[config.mk]
export PLATFORM = sky130hd
export DESIGN_NAME = radio_timing_seq
export DESIGN_NICKNAME = d
export VERILOG_FILES = /design/src/rtl/radio_timing_pkg.sv /design/src/rtl/radio_ch_seq.sv /design/src/rtl/radio_timing_seq.sv
export SDC_FILE = /design/constraint.sdc
export NUM_CORES = 1
export LEC_CHECK = 0
export ABC_AREA = 1
export ABC_CLOCK_PERIOD_IN_PS = 1200
export BUFFER_PORTS_ARGS = -buffer_cell sky130_fd_sc_hd__buf_2
export CAP_MARGIN = 20
export CORE_MARGIN = 2
export CORE_UTILIZATION = 45
export CTS_CLUSTER_DIAMETER = 120
export DETAILED_ROUTE_END_ITERATION = 12
export GPL_ROUTABILITY_DRIVEN = 1
export PLACE_DENSITY = 0.65
export SLEW_MARGIN = 20
export SYNTH_ARGS = -nofsm -noshare
export SYNTH_HDL_FRONTEND = slang
export SYNTH_HIERARCHICAL = 1
export SYNTH_SLANG_ARGS = --single-unit
[constraint.sdc]
create_clock -name ck -period 1.2 [get_ports ck]
set_input_delay 0.12 -clock ck [delete_from_list [all_inputs] [get_ports ck]]
set_output_delay 0.12 -clock ck [all_outputs]
set_load 0.01 [all_outputs]
[src/rtl/radio_timing_pkg.sv]
// Shared types and defaults for the radio timing sequencer.
package radio_timing_pkg;

  // Default counter width and reset values of the timing configuration
  localparam int CNT_W        = 4;
  localparam int DEF_WARMUP   = 2;
  localparam int DEF_COOLDOWN = 1;

  // Per-channel sequencing states
  typedef enum logic [1:0] {
    ST_IDLE     = 2'd0,
    ST_WARMUP   = 2'd1,
    ST_ACTIVE   = 2'd2,
    ST_COOLDOWN = 2'd3
  } ch_state_e;

endpackage

[src/rtl/radio_ch_seq.sv]
// One radio channel: warm-up / active / cool-down sequencing of the
// radio enable and receive enable, with registered outputs.
module radio_ch_seq #(
  parameter int CNT_W = radio_timing_pkg::CNT_W
) (
  input  logic             ck,
  input  logic             arst_n,
  input  logic             en_i,
  input  logic             rx_i,
  input  logic [CNT_W-1:0] warmup_i,
  input  logic [CNT_W-1:0] cooldown_i,
  output logic             en2_o,
  output logic             rx2_o,
  output logic             busy_o,
  output logic             rx_viol_o
);
  import radio_timing_pkg::*;

  localparam logic [CNT_W-1:0] CNT_ZERO = CNT_W'(0);
  localparam logic [CNT_W-1:0] CNT_ONE  = CNT_W'(1);

  ch_state_e        state_q, state_d;
  logic [CNT_W-1:0] cnt_q, cnt_d;
  logic             en2_q, en2_d;
  logic             rx2_q, rx2_d;
  logic             viol_q, viol_d;
  logic             last_cnt_s;

  // Decrement that holds at zero instead of wrapping
  function automatic logic [CNT_W-1:0] sat_dec(input logic [CNT_W-1:0] v);
    logic [CNT_W-1:0] r;
    if (v != CNT_ZERO) begin
      r = v - CNT_ONE;
    end else begin
      r = CNT_ZERO;
    end
    return r;
  endfunction

  assign last_cnt_s = (cnt_q == CNT_ONE) || (cnt_q == CNT_ZERO);

  // Next-state, counter and output decode; config is sampled only on entry
  always_comb begin
    state_d = state_q;
    cnt_d   = cnt_q;
    case (state_q)
      ST_IDLE: begin
        if (en_i) begin
          if (warmup_i == CNT_ZERO) begin
            state_d = ST_ACTIVE;
            cnt_d   = CNT_ZERO;
          end else begin
            state_d = ST_WARMUP;
            cnt_d   = warmup_i;
          end
        end else begin
          state_d = ST_IDLE;
        end
      end
      ST_WARMUP: begin
        if (!en_i) begin
          state_d = ST_IDLE;
          cnt_d   = CNT_ZERO;
        end else if (last_cnt_s) begin
          state_d = ST_ACTIVE;
          cnt_d   = sat_dec(cnt_q);
        end else begin
          state_d = ST_WARMUP;
          cnt_d   = sat_dec(cnt_q);
        end
      end
      ST_ACTIVE: begin
        if (!en_i) begin
          if (cooldown_i == CNT_ZERO) begin
            state_d = ST_IDLE;
            cnt_d   = CNT_ZERO;
          end else begin
            state_d = ST_COOLDOWN;
            cnt_d   = cooldown_i;
          end
        end else begin
          state_d = ST_ACTIVE;
        end
      end
      ST_COOLDOWN: begin
        if (en_i) begin
          state_d = ST_ACTIVE;
          cnt_d   = CNT_ZERO;
        end else if (last_cnt_s) begin
          state_d = ST_IDLE;
          cnt_d   = sat_dec(cnt_q);
        end else begin
          state_d = ST_COOLDOWN;
          cnt_d   = sat_dec(cnt_q);
        end
      end
      default: begin
        state_d = ST_IDLE;
        cnt_d   = CNT_ZERO;
      end
    endcase
    // Receive enable only passes through while enabled and active
    en2_d  = (state_d != ST_IDLE);
    rx2_d  = (state_d == ST_ACTIVE) && rx_i && en_i;
    viol_d = rx_i && !en_i;
  end

  // State, counter and output registers
  always_ff @(posedge ck or negedge arst_n) begin
    if (!arst_n) begin
      state_q <= ST_IDLE;
      cnt_q   <= CNT_ZERO;
      en2_q   <= 1'b0;
      rx2_q   <= 1'b0;
      viol_q  <= 1'b0;
    end else begin
      state_q <= state_d;
      cnt_q   <= cnt_d;
      en2_q   <= en2_d;
      rx2_q   <= rx2_d;
      viol_q  <= viol_d;
    end
  end

  assign en2_o     = en2_q;
  assign rx2_o     = rx2_q;
  assign busy_o    = (state_q != ST_IDLE);
  assign rx_viol_o = viol_q;

endmodule

[src/rtl/radio_timing_seq.sv]
// Multi-channel radio timing sequencer: input stage, shared timing
// configuration and one independent sequencer per channel.
module radio_timing_seq #(
  parameter int NUM_CH       = 2,
  parameter int CNT_W        = radio_timing_pkg::CNT_W,
  parameter int DEF_WARMUP   = radio_timing_pkg::DEF_WARMUP,
  parameter int DEF_COOLDOWN = radio_timing_pkg::DEF_COOLDOWN
) (
  input  logic              ck,
  input  logic              arst_n,
  input  logic              cfg_we,
  input  logic [CNT_W-1:0]  cfg_warmup,
  input  logic [CNT_W-1:0]  cfg_cooldown,
  input  logic [NUM_CH-1:0] radioEnable1,
  input  logic [NUM_CH-1:0] radioRxEn1,
  output logic [NUM_CH-1:0] radioEnable2,
  output logic [NUM_CH-1:0] radioRxEn2,
  output logic [NUM_CH-1:0] busy,
  output logic [NUM_CH-1:0] rx_viol
);
  import radio_timing_pkg::*;

  logic [NUM_CH-1:0] en_q, rx_q;
  logic [CNT_W-1:0]  warmup_q, cooldown_q;

  // Single register stage on the request inputs
  always_ff @(posedge ck or negedge arst_n) begin
    if (!arst_n) begin
      en_q <= {NUM_CH{1'b0}};
      rx_q <= {NUM_CH{1'b0}};
    end else begin
      en_q <= radioEnable1;
      rx_q <= radioRxEn1;
    end
  end

  // Timing configuration, returning to defaults on reset
  always_ff @(posedge ck or negedge arst_n) begin
    if (!arst_n) begin
      warmup_q   <= CNT_W'(DEF_WARMUP);
      cooldown_q <= CNT_W'(DEF_COOLDOWN);
    end else if (cfg_we) begin
      warmup_q   <= cfg_warmup;
      cooldown_q <= cfg_cooldown;
    end else begin
      warmup_q   <= warmup_q;
      cooldown_q <= cooldown_q;
    end
  end

  for (genvar g = 0; g < NUM_CH; g++) begin : g_ch
    radio_ch_seq #(
      .CNT_W (CNT_W)
    ) u_ch (
      .ck         (ck),
      .arst_n     (arst_n),
      .en_i       (en_q[g]),
      .rx_i       (rx_q[g]),
      .warmup_i   (warmup_q),
      .cooldown_i (cooldown_q),
      .en2_o      (radioEnable2[g]),
      .rx2_o      (radioRxEn2[g]),
      .busy_o     (busy[g]),
      .rx_viol_o  (rx_viol[g])
    );
  end

endmodule

==> metrics, run 1 <==
first-pass GRT wire length=6327 µm; number of instances in the synthesized netlist=232; Final Hold Vio Count=0; latest clock arrival within the worst-skew pair=0.33 ns; endpoint required time on the critical path=1.08 ns; distinct cell type count of the synthesized netlist=19; I/O Pins=23; Mean Syn Cell Area=7.011 µm²; Reg power frac=33.6%; clock share of power=14.0%; DRT Wirelength=3717 µm; TritonCTS clock tree=done; critical-path cell with the highest stage delay=sky130_fd_sc_hd__dfrtp_1; number of placed cells counting well taps=306; family with the most delay on the worst path=flip-flops; Netlist Area Pre-Place=1627 µm²; prevailing post-synth register cell=sky130_fd_sc_hd__dfrtp_1; final setup violating endpoints=2; Yosys reg bits=30; power density normalized to cell area=2073 nW/µm²; synthesis-to-layout area growth=35.31%; measured slew at the worst slew-check pin=0.3742 ns; NetSw=1.956 mW; die footprint=4111 µm²; clock-pin transition on the worst setup and hold timing paths=0.10 ns; share of cells above drive strength 1=29.45%; Antenna Cells=0; class of the tightest hold or removal check=in -> reg; remaining number of nets flagged by the antenna check after routing=0; total overflow reported by the global router=0; total number of vias=1576; period utilization=102.2%; startpoint-to-endpoint class of the critical path=reg -> out; Floorplan Core Area=3416 µm²; number of enable flip-flop cells after synthesis=0; maximum capacitance violations=0; overall power consumption=4.561 mW; final estimated routing congestion in global placement=0.8600; final slew viol count=0; Post-synth ARST share=100.0%; number of buffers inserted during clock tree synthesis=5; Worst setup EP type=output port; global-route total usage across every layer=19.99%; number of fill cells in the layout=296; Max transition margin=75.06%; most frequent cells in the layout=91 x sky130_fd_sc_hd__nand2_1, 25 x sky130_fd_sc_hd__dfrtp_1, 25 x sky130_fd_sc_hd__nor2_1; Highest Clock Rate=815.6 MHz; Mapped Nets=247; arrival time of the worst setup path=1.11 ns; count of H-tree levels built during CTS=2; maximum number of pins on one net before global-route repair=31; portion of the post-synthesis area used by sequential elements=46.31%; Max FO, Critical Path=4; Die Span Y=64.12 µm; combinational share of power=52.4%; DP Worst Slack=0.03572 ns; Iteration-0 DRC Markers=84; initial standard-cell utilization of the core=47.62%; CP peak stage delay=0.43 ns; most common cell after layout, fill and taps aside=sky130_fd_sc_hd__nand2_1; Site Rows=21; number of buffers on the longest clock path=2; count of TritonRoute iterations in the first routing pass=4; clk sinks=30; final layout net count=306; Vias per Instance=4.663; worst IR drop on VDD=1.108 mV; # port buffers=22; non-filler cells, final=338; outcome=complete, but fails checks; leakage=1.200 nW; final routed wire length divided by cell count=11.00 µm; crit path launch type=flip-flop; Ys Warns=6; total half-perimeter wirelength after legalization and detailed placement=2319 µm; final clock skew=0.01185 ns; Crit path buffers/inverters=2; slack of the critical path=-0.02612 ns; violated checks=negative setup slack; vias in the first global route=1433; Die Span X=64.12 µm; number of antenna violations at the first check in global routing=0; clock tree root buffer cell=sky130_fd_sc_hd__clkbuf_4; Sw Share=42.87%; DRC Markers=0; unrepaired setup endpoints after global routing=yes; Period minus WS final=1.226 ns; Pint=2.606 mW; CP Cell Sequence=inv_2 > nand2_4 > buf_6
power by group through the flow:
| stage | Sequential [mW] | Clock (mW) | Combinational [mW] |
|---|---|---|---|
| final | 1.53 | 0.640 | 2.39 |
| after global placement | 1.54 | 0 | 1.80 |
| after detailed placement | 1.55 | 0 | 1.79 |
| after floorplan | 1.51 | 0 | 1.35 |
| after global routing | 1.57 | 0.717 | 2.68 |
| after CTS | 1.51 | 0.668 | 2.14 |
sequential cells by signal, summed over array words and instances (netlist names):
signal / flops
g_ch.u_ch/cnt_q: 8
en_q: 2
g_ch.u_ch/state_q: 4
warmup_q: 4
g_ch.u_ch/rx2_o: 2
rx_q: 2
g_ch.u_ch/rx_viol_o: 2
cooldown_q: 4
g_ch.u_ch/en2_o: 2
Yosys cell counts, types with 2 or more instances:
cell type | count | area share [%]
sky130_fd_sc_hd__dfrtp_1 | 28 | 43
sky130_fd_sc_hd__dfstp_2 | 2 | 3.2
sky130_fd_sc_hd__inv_1 | 19 | 4.4
sky130_fd_sc_hd__inv_2 | 8 | 1.8
sky130_fd_sc_hd__nand2_1 | 96 | 22
sky130_fd_sc_hd__nand2_2 | 3 | 1.2
sky130_fd_sc_hd__nand2_4 | 2 | 1.4
sky130_fd_sc_hd__nand3_1 | 18 | 5.5
sky130_fd_sc_hd__nor2_1 | 32 | 7.4
sky130_fd_sc_hd__nor2_2 | 5 | 1.9
sky130_fd_sc_hd__o21ai_0 | 11 | 3.4
cell type report:
type                    count  area [µm²]  share of cell area (%)
clock buffers               7       55.05                   2.501
clock inverters             1       5.005                  0.2274
inverters                  27       106.4                   4.832
multi-input cells         172       805.8                   36.61
flip-flops and latches     30       757.0                   34.39
well taps                  46       57.56                   2.615
repair buffers             55       414.1                   18.82
logic make-up after synthesis:
group                     count (synthesis)  synth area share [%]
buffers and inverters                    30                 7.692
and+or+nand+nor                         157                 40.00
DFF                                      30                 46.31
AOI/OAI and AO/OA                        14                 5.462
xor gates and xnor gates                  1                0.5386
through the flow:
stage	cell area, µm²	utilization [%]	setup TNS, ns	hold WS (ns)
after global placement	1838	53.81	0	0.1523
after floorplan	1627	-	0	-0.1756
after detailed placement	1838	53.81	0	0.1562
final	2201	64.43	-0.02704	0.04695
after global routing	2201	64.43	-0.6421	0.05616
after CTS	2118	62.01	-0.01470	0.02589
routing by layer:
layer	global-route usage [%]	vias up	wire, µm
met3	4.930	9	172
li1	-	824	-
met4	8.777	0	82
met1	26.26	707	1730
met5	0	-	0
met2	31.38	36	1731
worst reg2reg max path, delay by kind of cell, from the launching register on:
family / cells / cell delay [ns]
AOI/OAI and AO/OA: 1 / 0.11
buffers and inverters: 2 / 0.22
DFF: 1 / 0.45
and+or+nand+nor: 5 / 0.37
worst paths after layout:
check                                             start  depth (start not counted)  slack, ns                     end
worst min-delay path                             cfg_we                          3       0.05           cooldown_q[0]
worst max register to register  g_ch[0].u_ch/state_q[0]                          8          0   g_ch[0].u_ch/cnt_q[3]
worst max-delay path            g_ch[1].u_ch/state_q[0]                          3      -0.03                 busy[1]
worst min register to register                  rx_q[0]                          2       0.49  g_ch[0].u_ch/rx_viol_o
min in group asynchronous                        arst_n                          3       0.31      g_ch[1].u_ch/rx2_o
max in group asynchronous                        arst_n                          3       0.56             warmup_q[1]
what timing repair did:
item                                    CTS  global route
setup buffers                             9             2
endpoints found under the setup margin    2            16
pin swaps                                 1            15
endpoints found under the hold margin    40             0
resized for setup                         6            23
hold buffers                             13             0
(Power assumes the default switching activity.)
==> run 2: changes to the inputs <==
--- a/config.mk
+++ b/config.mk
@@ -7,14 +7,13 @@
 export LEC_CHECK = 0
 export ABC_AREA = 1
 export ABC_CLOCK_PERIOD_IN_PS = 1200
-export BUFFER_PORTS_ARGS = -buffer_cell sky130_fd_sc_hd__buf_2
 export CAP_MARGIN = 20
 export CORE_MARGIN = 2
 export CORE_UTILIZATION = 45
 export CTS_CLUSTER_DIAMETER = 120
 export DETAILED_ROUTE_END_ITERATION = 12
+export DONT_BUFFER_PORTS = 1
 export GPL_ROUTABILITY_DRIVEN = 1
-export PLACE_DENSITY = 0.65
 export SLEW_MARGIN = 20
 export SYNTH_ARGS = -nofsm -noshare
 export SYNTH_HDL_FRONTEND = slang
==> metrics, run 2 (synthesis results as in run 1) <==
outcome=complete, but fails checks; violated checks=negative setup slack; Antenna Cells=0 (unchanged); final slew viol count=0 (unchanged); Reg power frac=35.0% (+1.4 points); power density normalized to cell area=2106 nW/µm² (+1.6%); critical-path cell with the highest stage delay=sky130_fd_sc_hd__dfrtp_2; most common cell after layout, fill and taps aside=sky130_fd_sc_hd__nand2_1; synthesis-to-layout area growth=30.31%; CP Cell Sequence=inv_4 > nand2_4 > buf_12 > o21ai_4 > nor2_1 > nand2_1 > nand2_1; DP Worst Slack=0.02243 ns (-0.01329 ns); unrepaired setup endpoints after global routing=yes; non-filler cells, final=316 (-6.5%); I/O Pins=23 (unchanged); final clock skew=0.01632 ns (+0.004473 ns); crit path launch type=flip-flop; startpoint-to-endpoint class of the critical path=reg -> reg; Highest Clock Rate=823.5 MHz (+0.98%); total overflow reported by the global router=0 (unchanged); endpoint required time on the critical path=1.45 ns (+0.37 ns); Site Rows=21 (unchanged); Pint=2.544 mW (-2.4%); total number of vias=1489 (-5.5%); Max transition margin=79.68% (+4.6 points); vias in the first global route=1406 (-1.9%); latest clock arrival within the worst-skew pair=0.35 ns (+0.02 ns); period utilization=101.2% (-0.99 points); DRT Wirelength=3641 µm (-2.0%); final setup violating endpoints=6 (+4); # port buffers=0 (-100%); number of placed cells counting well taps=284 (-7.2%); number of flip-flops under the largest register name=8 (unchanged); Floorplan Core Area=3416 µm² (unchanged); Max FO, Critical Path=7 (+3); maximum capacitance violations=0 (unchanged); global-route total usage across every layer=19.98% (about the same); NetSw=1.920 mW (-1.8%); Worst path most repeated cell=sky130_fd_sc_hd__nand2_1; Iteration-0 DRC Markers=110 (+31%); most frequent cells in the layout=90 x sky130_fd_sc_hd__nand2_1, 28 x sky130_fd_sc_hd__nor2_1, 25 x sky130_fd_sc_hd__dfrtp_1; TritonCTS clock tree=done; arrival time of the worst setup path=1.47 ns (+0.36 ns); number of buffers on the longest clock path=2 (unchanged); class of the tightest hold or removal check=in -> async; measured slew at the worst slew-check pin=0.3039 ns (-0.07030 ns); CP peak stage delay=0.45 ns (+0.02 ns); Fin Hold WS=0.2079 ns (+0.1609 ns); count of H-tree levels built during CTS=2 (unchanged); clk sinks=30 (unchanged); final layout net count=284 (-7.2%); slack of the critical path=-0.01427 ns (+0.01186 ns); Sw Share=43.01% (+0.14 points); first-pass GRT wire length=6244 µm (-1.3%); clock tree root buffer cell=sky130_fd_sc_hd__clkbuf_4; combinational share of power=50.5% (-1.9 points); final estimated routing congestion in global placement=0.9046 (+5.2%); worst IR drop on VDD=1.028 mV (-7.3%); clock share of power=14.5% (+0.5 points); count of TritonRoute iterations in the first routing pass=4 (unchanged); DRC Markers=0 (unchanged); clock-pin transition on the worst setup and hold timing paths=0.11 ns (about the same); Die Span X=64.12 µm (unchanged); total half-perimeter wirelength after legalization and detailed placement=2391 µm (+3.1%); Final Hold Vio Count=0 (unchanged); remaining number of nets flagged by the antenna check after routing=0 (unchanged); Die Span Y=64.12 µm (unchanged); number of antenna violations at the first check in global routing=0 (unchanged); maximum number of pins on one net before global-route repair=31 (unchanged); initial standard-cell utilization of the core=47.62% (unchanged); Worst setup EP type=flip-flop; overall power consumption=4.465 mW (-2.1%); number of buffers inserted during clock tree synthesis=5 (unchanged); final routed wire length divided by cell count=11.52 µm (+4.8%); Vias per Instance=4.712 (+1.1%); share of cells above drive strength 1=23.33% (-6.1 points); Period minus WS final=1.214 ns (-0.01186 ns); sum of negative setup slack=-0.04722 ns (-0.02017 ns); register with the most flip-flops=g_ch.u_ch/cnt_q; leakage=1.114 nW (-7.2%); Worst Reg2Reg Path Length in Cells=7 (-1); die footprint=4111 µm² (unchanged)
## run 2: cell count changes in the layout (fill, tap and decap cells not counted), moves of 3 or more
cell | previous run | this run
sky130_fd_sc_hd__buf_12 | 0 | 3
sky130_fd_sc_hd__buf_2 | 20 | 0
sky130_fd_sc_hd__buf_4 | 17 | 13
sky130_fd_sc_hd__nand2_2 | 6 | 9
sky130_fd_sc_hd__nor2_1 | 25 | 28
sky130_fd_sc_hd__nor2_2 | 10 | 6
## run 2: routing by layer
| layer | routed length (µm) | GRT usage, % |
|---|---|---|
| met1 | 1741 | 26.80 |
| met2 | 1713 | 31.51 |
| met3 | 133 | 4.930 |
| met4 | 53 | 7.181 |
| met5 | 0 | 0 |
## run 2: critical path: cells and delay by family, from the launching register on
family | cells | cell delay, ns
compound gates | 1 | 0.20
buf+inv | 2 | 0.21
flops | 1 | 0.45
simple gates | 4 | 0.27
## run 2: layout make-up
| cell class | instances | area, µm² |
|---|---|---|
| Fill cell | 306 | 1296 |
| Clock buffer | 7 | 55.05 |
| Inverter | 27 | 111.4 |
| Multi-Input combinational cell | 172 | 802.0 |
| Timing Repair Buffer | 33 | 331.6 |
| Sequential cell | 30 | 757.0 |
| Tap cell | 46 | 57.56 |
| Clock inverter | 1 | 5.005 |
## run 2: path summary, 6_finish.rpt
kind                                         startpoint               endpoint  slack [ns]
worst max-delay path            g_ch[0].u_ch/state_q[0]  g_ch[0].u_ch/cnt_q[2]       -0.01
worst max register to register  g_ch[0].u_ch/state_q[0]  g_ch[0].u_ch/cnt_q[2]       -0.01
worst min register to register    g_ch[0].u_ch/cnt_q[3]  g_ch[0].u_ch/cnt_q[3]        0.48
worst min-delay path                             arst_n  g_ch[0].u_ch/cnt_q[0]        0.21
max in group asynchronous                        arst_n          cooldown_q[0]        0.74
min in group ck                         radioEnable1[0]                en_q[0]        0.33
## run 2: timing repair
item	CTS	global route
hold buffers	15	0
buffers inserted	5	4
gates resized for setup	5	23
endpoints found under the setup margin	3	17
pin swaps	2	12
hold endpoints to repair	42	0
## run 2: power groups by stage
stage,clock network [mW],logic (mW),registers [mW]
3_3_place_gp,0,1.72,1.57
4_1_cts,0.682,2.07,1.54
5_1_grt,0.714,2.56,1.60
3_5_place_dp,0,1.72,1.57
2_1_floorplan,0,1.35,1.51
6_report,0.646,2.25,1.56
## run 2: per-stage QoR
stage,util (%),instance area (µm²)
after floorplan,-,1627
after global placement,50.59,1728
after detailed placement,50.59,1728
after CTS,59.30,2026
after global routing,62.05,2120
final,62.05,2120
==> run 3: changes to the inputs <==
--- a/config.mk
+++ b/config.mk
@@ -17,5 +17,4 @@
 export SLEW_MARGIN = 20
 export SYNTH_ARGS = -nofsm -noshare
 export SYNTH_HDL_FRONTEND = slang
-export SYNTH_HIERARCHICAL = 1
 export SYNTH_SLANG_ARGS = --single-unit
==> metrics, run 3 <==
TritonCTS clock tree=done; number of instances in the synthesized netlist=228 (-1.7%); startpoint-to-endpoint class of the critical path=in -> reg; Finished Cell Area=2105 µm² (-0.71%); Die Span X=65.34 µm (+1.9%); Post-synth ARST share=100.0% (unchanged); Die Span Y=65.34 µm (+1.9%); register with the most flip-flops=g_ch.u_ch.cnt_q; first-pass GRT wire length=5768 µm (-7.6%); remaining number of nets flagged by the antenna check after routing=0 (unchanged); final estimated routing congestion in global placement=0.7995 (-12%); Pint=2.802 mW (+10%); Final Hold Vio Count=0 (unchanged); top cell types by occurrence after synthesis=79 x sky130_fd_sc_hd__nand2_1, 28 x sky130_fd_sc_hd__dfrtp_1, 23 x sky130_fd_sc_hd__inv_1, 18 x sky130_fd_sc_hd__nor2_1, 16 x sky130_fd_sc_hd__nand3_1; share of cells above drive strength 1=25.29% (+2.0 points); Max FO, Critical Path=10 (+3); prevailing post-synth register cell=sky130_fd_sc_hd__dfrtp_1; initial standard-cell utilization of the core=46.59% (-1.0 points); total half-perimeter wirelength after legalization and detailed placement=2393 µm (about the same); power density normalized to cell area=2252 nW/µm² (+6.9%); number of buffers on the longest clock path=2 (unchanged); final setup violating endpoints=0 (-6); final routed wire length divided by cell count=11.30 µm (-1.9%); Max transition margin=68.44% (-11 points); most frequent cells in the layout=77 x sky130_fd_sc_hd__nand2_1, 28 x sky130_fd_sc_hd__dfrtp_1, 23 x sky130_fd_sc_hd__inv_1; maximum capacitance violations=0 (unchanged); DRT Wirelength=3448 µm (-5.3%); Mapped Nets=243 (-1.6%); Crit path buffers/inverters=1 (-1); count of TritonRoute iterations in the first routing pass=4 (unchanged); Period minus WS final=1.171 ns (-0.04278 ns); measured slew at the worst slew-check pin=0.4719 ns (+0.1680 ns); distinct cell type count of the synthesized netlist=17 (-2); CP peak stage delay=0.83 ns (+0.38 ns); total overflow reported by the global router=0 (unchanged); clock tree root buffer cell=sky130_fd_sc_hd__clkbuf_8; Highest Clock Rate=853.6 MHz (+3.7%); crit path launch type=input port; NetSw=1.937 mW (+0.87%); library cell with the largest summed area after synthesis=sky130_fd_sc_hd__dfrtp_1; Floorplan Core Area=3633 µm² (+6.4%); clk sinks=30 (unchanged); number of buffers inserted during clock tree synthesis=5 (unchanged); Netlist Area Pre-Place=1693 µm² (+4.1%); unrepaired setup endpoints after global routing=yes; endpoint required time on the critical path=1.37 ns (-0.08 ns); class of the tightest hold or removal check=in -> async; number of enable flip-flop cells after synthesis=0 (unchanged); Cell Area, Placed=1755 µm² (+1.6%); global-route total usage across every layer=18.42% (-1.6 points); maximum number of pins on one net before global-route repair=31 (unchanged); vias in the first global route=1314 (-6.5%); DP Worst Slack=0.04740 ns (+0.02497 ns); count of H-tree levels built during CTS=2 (unchanged); CP Cell Sequence=dlygate4sd3_1 > mux2_2; I/O Pins=23 (unchanged); Vias per Instance=4.603 (-2.3%); Fin Hold WS=0.2639 ns (+0.05603 ns); final clock skew=0.007738 ns (-0.008584 ns); most common cell after layout, fill and taps aside=sky130_fd_sc_hd__nand2_1; DRC Markers=0 (unchanged); total number of vias=1404 (-5.7%); Yosys reg bits=30 (unchanged); family with the most delay on the worst path=buffers and inverters; Sw Share=40.87% (-2.1 points); number of flip-flops under the largest register name=8 (unchanged); Mean Syn Cell Area=7.425 µm² (+5.9%); final layout net count=271 (-4.6%); combinational share of power=47.2% (-3.3 points); clock share of power=21.0% (+6.5 points); latest clock arrival within the worst-skew pair=0.29 ns (-0.06 ns); share of Yosys cell area claimed by the top area cell type=41.39% (-1.7 points); clock-pin transition on the worst setup and hold timing paths=0.07 ns (-0.04 ns); arrival time of the worst setup path=1.34 ns (-0.13 ns); Worst setup EP type=flip-flop; Reg power frac=31.8% (-3.2 points); cell with the most instances after synthesis=sky130_fd_sc_hd__nand2_1; # port buffers=0 (unchanged); slack of the critical path=0.02852 ns (+0.04278 ns); Ys Warns=0 (-6); Iteration-0 DRC Markers=52 (-53%); number of antenna violations at the first check in global routing=0 (unchanged); RR Startpoint=cooldown_q[0]; synthesis-to-layout area growth=24.32%; die footprint=4269 µm² (+3.8%); top post-synthesis cells by area=sky130_fd_sc_hd__dfrtp_1 41%, sky130_fd_sc_hd__nand2_1 18%, sky130_fd_sc_hd__inv_1 5.1%; overall power consumption=4.739 mW (+6.2%); portion of the post-synthesis area used by sequential elements=44.49% (-1.8 points); Site Rows=22 (+4.8%); leakage=1.128 nW (+1.3%); critical-path cell with the highest stage delay=sky130_fd_sc_hd__dlygate4sd3_1; origin of the worst setup path=cfg_we; final slew viol count=0 (unchanged); outcome=finished clean; period utilization=97.62% (-3.6 points); Antenna Cells=0 (unchanged); worst IR drop on VDD=0.8619 mV (-16%)
[run 3: repair_timing]
item	CTS	global route
endpoints found under the setup margin	0	13
hold endpoints to repair	42	0
hold buffers	15	0
buffers inserted	0	6
gates resized for setup	0	10
[run 3: cell type report]
type                            instances  area (µm²)
Tap cell                               48       60.06
Clock buffer                            7       76.32
Sequential cell                        30       753.2
Clock inverter                          1       30.03
Fill cell                             351        1529
Multi-Input combinational cell        156       775.7
Inverter                               33       128.9
Timing Repair Buffer                   30       280.3
[run 3: per-stage QoR]
stage | TNS, ns | utilization (%) | std cells
floorplan | 0 | - | 228
global placement | 0 | 48.31 | 276
detailed placement | 0 | 48.31 | 276
CTS | 0 | 55.65 | 299
global route | -0.03288 | 57.92 | 305
finish | 0 | 57.92 | 305
[run 3: logic make-up after synthesis]
kind of cell           synth area share, %
AND/OR/NAND/NOR                      35.48
AO/OA/AOI/OAI                        4.730
buffers and inverters                11.31
multiplexers                         3.991
flip-flops                           44.49
[run 3: final timing paths]
| check | end | slack [ns] | cells after the start |
|---|---|---|---|
| min reg2reg | g_ch[0].u_ch.rx_viol_o | 0.48 | 2 |
| min | g_ch[1].u_ch.cnt_q[1] | 0.26 | 2 |
| max in group asynchronous | cooldown_q[0] | 0.69 | 2 |
| max | cooldown_q[2] | 0.03 | 2 |
| min in group ck | rx_q[1] | 0.39 | 1 |
| max reg2reg | g_ch[0].u_ch.rx2_o | 0.10 | 7 |
[run 3: power groups by stage]
| stage | clock network, mW | logic [mW] | registers, mW |
|---|---|---|---|
| floorplan | 0 | 1.58 | 1.50 |
| global placement | 0 | 1.94 | 1.53 |
| detailed placement | 0 | 1.94 | 1.52 |
| CTS | 1.01 | 2.03 | 1.51 |
| global route | 1.07 | 2.57 | 1.55 |
| finish | 0.997 | 2.24 | 1.51 |
[run 3: routing by layer]
| layer | global-route usage, % | wire, µm |
|---|---|---|
| met1 | 24.86 | 1702 |
| met2 | 26.91 | 1482 |
| met3 | 7.021 | 182 |
| met4 | 6.771 | 81 |
| met5 | 0 | 0 |
